<file path="src/rtl/btn_pkg.sv">
// Shared types and helpers for the push-button input stage of the Simon datapath.
package btn_pkg;

    typedef enum logic [0:0] {
        IDLE = 1'b0,
        HELD = 1'b1
    } btn_state_t;

    localparam int unsigned NUM_BTNS = 4;
    localparam int unsigned IDX_W    = 2;

    // Lowest set index wins, so button 0 has the highest priority.
    function automatic logic [IDX_W-1:0] lowest_set(input logic [NUM_BTNS-1:0] v);
        logic [IDX_W-1:0] idx;
        idx = '0;
        for (int i = NUM_BTNS - 1; i >= 0; i--) begin
            if (v[i]) begin
                idx = IDX_W'(i);
            end
        end
        return idx;
    endfunction

    function automatic logic is_single(input logic [NUM_BTNS-1:0] v);
        return (v != '0) && ((v & (v - NUM_BTNS'(1))) == '0);
    endfunction

endpackage

</file>
<file path="src/rtl/btn_debounce.sv">
// One button: 2-flop synchroniser followed by a saturating-free debounce counter.
module btn_debounce #(
    parameter int unsigned DEBOUNCE_CYCLES = 500000
) (
    input  logic clk,
    input  logic reset,
    input  logic btn,
    output logic stable
);

    localparam int unsigned CNT_W = $clog2(DEBOUNCE_CYCLES + 1);
    localparam logic [CNT_W-1:0] CNT_LAST = CNT_W'(DEBOUNCE_CYCLES - 1);

    logic             sync1_q;
    logic             sync2_q;
    logic             stable_q;
    logic [CNT_W-1:0] cnt_q;

    always_ff @(posedge clk) begin
        if (reset) begin
            sync1_q  <= 1'b0;
            sync2_q  <= 1'b0;
            stable_q <= 1'b0;
            cnt_q    <= '0;
        end else begin
            sync1_q <= btn;
            sync2_q <= sync1_q;
            if (sync2_q == stable_q) begin
                cnt_q <= '0;
            end else if (cnt_q == CNT_LAST) begin
                // This sample is the last of DEBOUNCE_CYCLES consecutive differing ones.
                stable_q <= sync2_q;
                cnt_q    <= '0;
            end else begin
                cnt_q <= cnt_q + CNT_W'(1);
            end
        end
    end

    assign stable = stable_q;

endmodule

</file>
<file path="src/rtl/btn_conditioner.sv">
// Debounced button front end: per-button debounce, press FSM, latched index and strobes.
// Define BTN_MULTI_REJECT_EN to ignore presses while more than one button is stable-high.
module btn_conditioner
    import btn_pkg::*;
#(
    parameter int unsigned DEBOUNCE_CYCLES = 500000
) (
    input  logic                clk,
    input  logic                reset,
    input  logic [NUM_BTNS-1:0] btns,
    output logic [IDX_W-1:0]    num,
    output logic                pressed,
    output logic                press_pulse,
    output logic                release_pulse
);

    logic [NUM_BTNS-1:0] stable;
    logic                accept;
    btn_state_t          state;

    for (genvar i = 0; i < NUM_BTNS; i++) begin : g_deb
        btn_debounce #(
            .DEBOUNCE_CYCLES(DEBOUNCE_CYCLES)
        ) u_deb (
            .clk   (clk),
            .reset (reset),
            .btn   (btns[i]),
            .stable(stable[i])
        );
    end

    always_comb begin
`ifdef BTN_MULTI_REJECT_EN
        accept = is_single(stable);
`else
        accept = (stable != '0);
`endif
    end

    always_ff @(posedge clk) begin
        if (reset) begin
            state         <= IDLE;
            num           <= '0;
            pressed       <= 1'b0;
            press_pulse   <= 1'b0;
            release_pulse <= 1'b0;
        end else begin
            press_pulse   <= 1'b0;
            release_pulse <= 1'b0;
            case (state)
                IDLE: begin
                    if (accept) begin
                        state       <= HELD;
                        num         <= lowest_set(stable);
                        pressed     <= 1'b1;
                        press_pulse <= 1'b1;
                    end
                end
                HELD: begin
                    // Leaving through IDLE guarantees a gap cycle before the next press.
                    if (stable == '0) begin
                        state         <= IDLE;
                        pressed       <= 1'b0;
                        release_pulse <= 1'b1;
                    end
                end
                default: state <= IDLE;
            endcase
        end
    end

endmodule

</file>
<file path="config.mk">
export PLATFORM = sky130hd
export DESIGN_NAME = btn_conditioner
export DESIGN_NICKNAME = d
export VERILOG_FILES = /design/src/rtl/btn_pkg.sv /design/src/rtl/btn_debounce.sv /design/src/rtl/btn_conditioner.sv
export SDC_FILE = /design/constraint.sdc
export NUM_CORES = 1
export LEC_CHECK = 0
export BUFFER_PORTS_ARGS = -buffer_cell sky130_fd_sc_hd__buf_2
export CAP_MARGIN = 0
export CORE_AREA = 5 5 86 88
export DETAILED_ROUTE_END_ITERATION = 12
export DIE_AREA = 0 0 91 93
export PLACE_DENSITY = 0.89
export SLEW_MARGIN = 10
export SYNTH_ARGS = -nofsm -noshare
export SYNTH_HDL_FRONTEND = slang
export SYNTH_SLANG_ARGS = --single-unit
</file>
<file path="constraint.sdc">
create_clock -name clk -period 4.1 [get_ports clk]
set_input_delay 0.205 -clock clk [delete_from_list [all_inputs] [get_ports clk]]
set_output_delay 0.205 -clock clk [all_outputs]
set_load 0.01 [all_outputs]
</file>
==> impl_metrics.tcl <==
set metrics [dict create \
    outcome "completed" \
    die_h_um 93 \
    core_area_um2 6570 \
    area_growth_pct 7.56 \
    synth-edff-count 0 \
    numCtsBuffers 9 \
    synth-seq-cells 94 \
    drtIter0Drc 176 \
    clkSlewWorstSetupHoldPaths_ns 0.09 \
    p_sw_uw 325 \
    antenna_found_initial 0 \
    setup_violations 0 \
    cp_slowest_cell "o21bai_1" \
    initial_core_util_pct 62.2 \
    rows 30 \
    hold_buffers 0 \
    synthArstFlopShare_pct 0 \
    cts_tree "built" \
    layout_common_cells "dfxtp_1, nor2_1, xnor2_1" \
    grt_pass1_wl_um 13400 \
    synth_ff_type "dfxtp_1" \
    hold_violations 0 \
    dp_hpwl_um 5140 \
    seqPwrFrac_pct 57.7 \
    utilization_pct 66.9 \
    root_buffer "clkbuf_8" \
    pwr-share-comb_pct 1.1 \
    fin_setup_tns_ns 0 \
    worstHoldPathType "in -> reg" \
    final_nets 485 \
    slew_headroom_pct 18.8 \
    start_kind "register" \
    htreeDepth 3 \
    timing.final.crit_share_pct 55.7 \
    overflow 0 \
    synth-adder-area-share_pct 1.84 \
    port_buffers 10 \
    synth.distinct_cells 36 \
    synth_compound_area_share_pct 5.70 \
    worst-path-max-fanout 17 \
    grt_start_max_net_pins 24 \
    syn_avg_cell_area_um2 8.79 \
    syn_area_um2 4090 \
    post_cts.repair.setup_buffers 0 \
    place_congestion 0.853 \
    p_sw_share_pct 20.4 \
    critical_path_class "reg -> reg" \
    netlist_instances 465 \
    placed_cells 542 \
    power.density_nw_per_um2 363 \
    worstPathArrival_ns 2.48 \
    leakage_uw 0.00134 \
    firstDrtPassIters 4 \
    clkSinkCount 94 \
    maxCapViolations 0 \
    rsz0062_at_grt "no" \
    die-area_um2 8460 \
    min_period_ns 2.28 \
    required_ns 4.30 \
    wl_per_cell_um 13.8 \
    synth_nets 477 \
    wl_um 7700 \
    p_clk_share_pct 41.2 \
    grt_pass1_vias 3001 \
    instances_no_fill 558 \
    fp.dieW_um 91 \
    final_critical_path_setup_slack_ns 1.82 \
    ant_nets 0 \
    cpPeakStageDelay_ns 0.95 \
    antenna_cells 0 \
    timing.fmax_mhz 438 \
    synth_mux_area_share_pct 0.490 \
    dp_slack_ns 1.73 \
    ir_drop_uv 236 \
    worst_clock_skew_ns 0.0108 \
    crit_chain "nor4bb_1, nand4_1, o21bai_1, nor2_1" \
    num_vias 3286 \
    ios 11 \
    track_usage_pct 18.8 \
    clkLatencyLatePin_ns 0.35 \
    tightest_slew_ns 1.22 \
    clk_path_buf_depth 2 \
    drive_gt1_share_pct 6.07 \
    synthSimpleGateAreaFrac_pct 30.5 \
    fin_total_pwr_uw 1590 \
    postCtsResizedCells 0 \
    critPathCaptureType "register" \
    slew_violations 0 \
    seq_area_frac_synth_pct 46.1 \
    final_common_cell "dfxtp_1" \
    p_int_uw 1270 \
    drc 0 \
    ys_warn_count 0 \
    yosys.area_share.xor_xnor_pct 12.4 \
    synth_top_family_by_area "simple AND/OR/NAND/NOR gates" \
    vias_per_cell 5.89 \
]
-- routing by layer --
layer / global-route usage [%] / routed length [µm]
met5: 0 / 0
met2: 32.8 / 3760
met4: 7.21 / 105
met1: 23.3 / 3490
met3: 3.14 / 341
-- cell type report --
class	instances	area, µm²
Timing Repair Buffer	10	50.0
Fill cell	493	2170
Multi-Input combinational cell	341	2090
Inverter	17	63.8
Clock buffer	11	131
Tap cell	80	100
Clock inverter	5	82.6
Sequential cell	94	1880
-- sequential cells by signal (all words and copies together) (netlist names) --
name,cells
g_deb.u_deb.cnt_q,76
state,1
num,2
press_pulse,1
g_deb.u_deb.stable,4
g_deb.u_deb.sync1_q,4
pressed,1
release_pulse,1
g_deb.u_deb.sync2_q,4
-- power groups by stage --
stage	registers (µW)	clock network, µW	logic [µW]
floorplan	940	0	13.2
global placement	941	0	17.1
detailed placement	942	0	17.6
CTS	920	667	17.6
global route	921	716	20.2
finish	920	657	17.6
-- cell families after synthesis --
group | Yosys count
muxes | 2
DFF | 94
buffers and inverters | 30
xor gates and xnor gates | 58
and+or+nand+nor | 233
adders and majority gates | 6
AOI/OAI and AO/OA | 42
-- cell usage after synthesis (6+ instances only) --
library cell   n  area, µm²
a21oi_1       19       95.1
and3_1         7       43.8
and4_1         8       70.1
buf_2          6       30.0
dfxtp_1       94       1880
ha_1           6       75.1
inv_1         17       63.8
nand2_1       20       75.1
nand3_1       29        145
nand4_1       22        138
nor2_1        76        285
nor2b_1        8       50.1
nor3_1         9       45.0
nor4_1        15       93.8
nor4b_1        6       52.6
o21ai_0       12       60.1
or3_1         14       87.6
or4_1          7       52.6
xnor2_1       35        307
xor2_1        23        201
-- stage by stage --
step           hold WS (ns)  instance area (µm²)
2_1_floorplan         0.333                 4090
3_3_place_gp          0.420                 4180
3_5_place_dp          0.418                 4180
4_1_cts              0.0530                 4390
5_1_grt              0.0872                 4400
6_report             0.0666                 4400
-- path summary, 6_finish.rpt --
kind	from	end	slack, ns	cells past startpoint
max	g_deb[0].u_deb.cnt_q[8]	g_deb[0].u_deb.cnt_q[14]	1.82	4
min	btns[3]	g_deb[3].u_deb.sync1_q	0.07	2
max reg2reg	g_deb[0].u_deb.cnt_q[8]	g_deb[0].u_deb.cnt_q[14]	1.82	4
min reg2reg	g_deb[2].u_deb.sync1_q	g_deb[2].u_deb.sync2_q	0.46	1
-- worst max-delay path, delay by kind of cell, from the launching register on --
family	cells	cell delay, ns
AO/OA/AOI/OAI	1	0.95
AND/OR/NAND/NOR	3	0.75
flip-flops	1	0.42
Note: power is estimated with default switching activity, not from simulation.
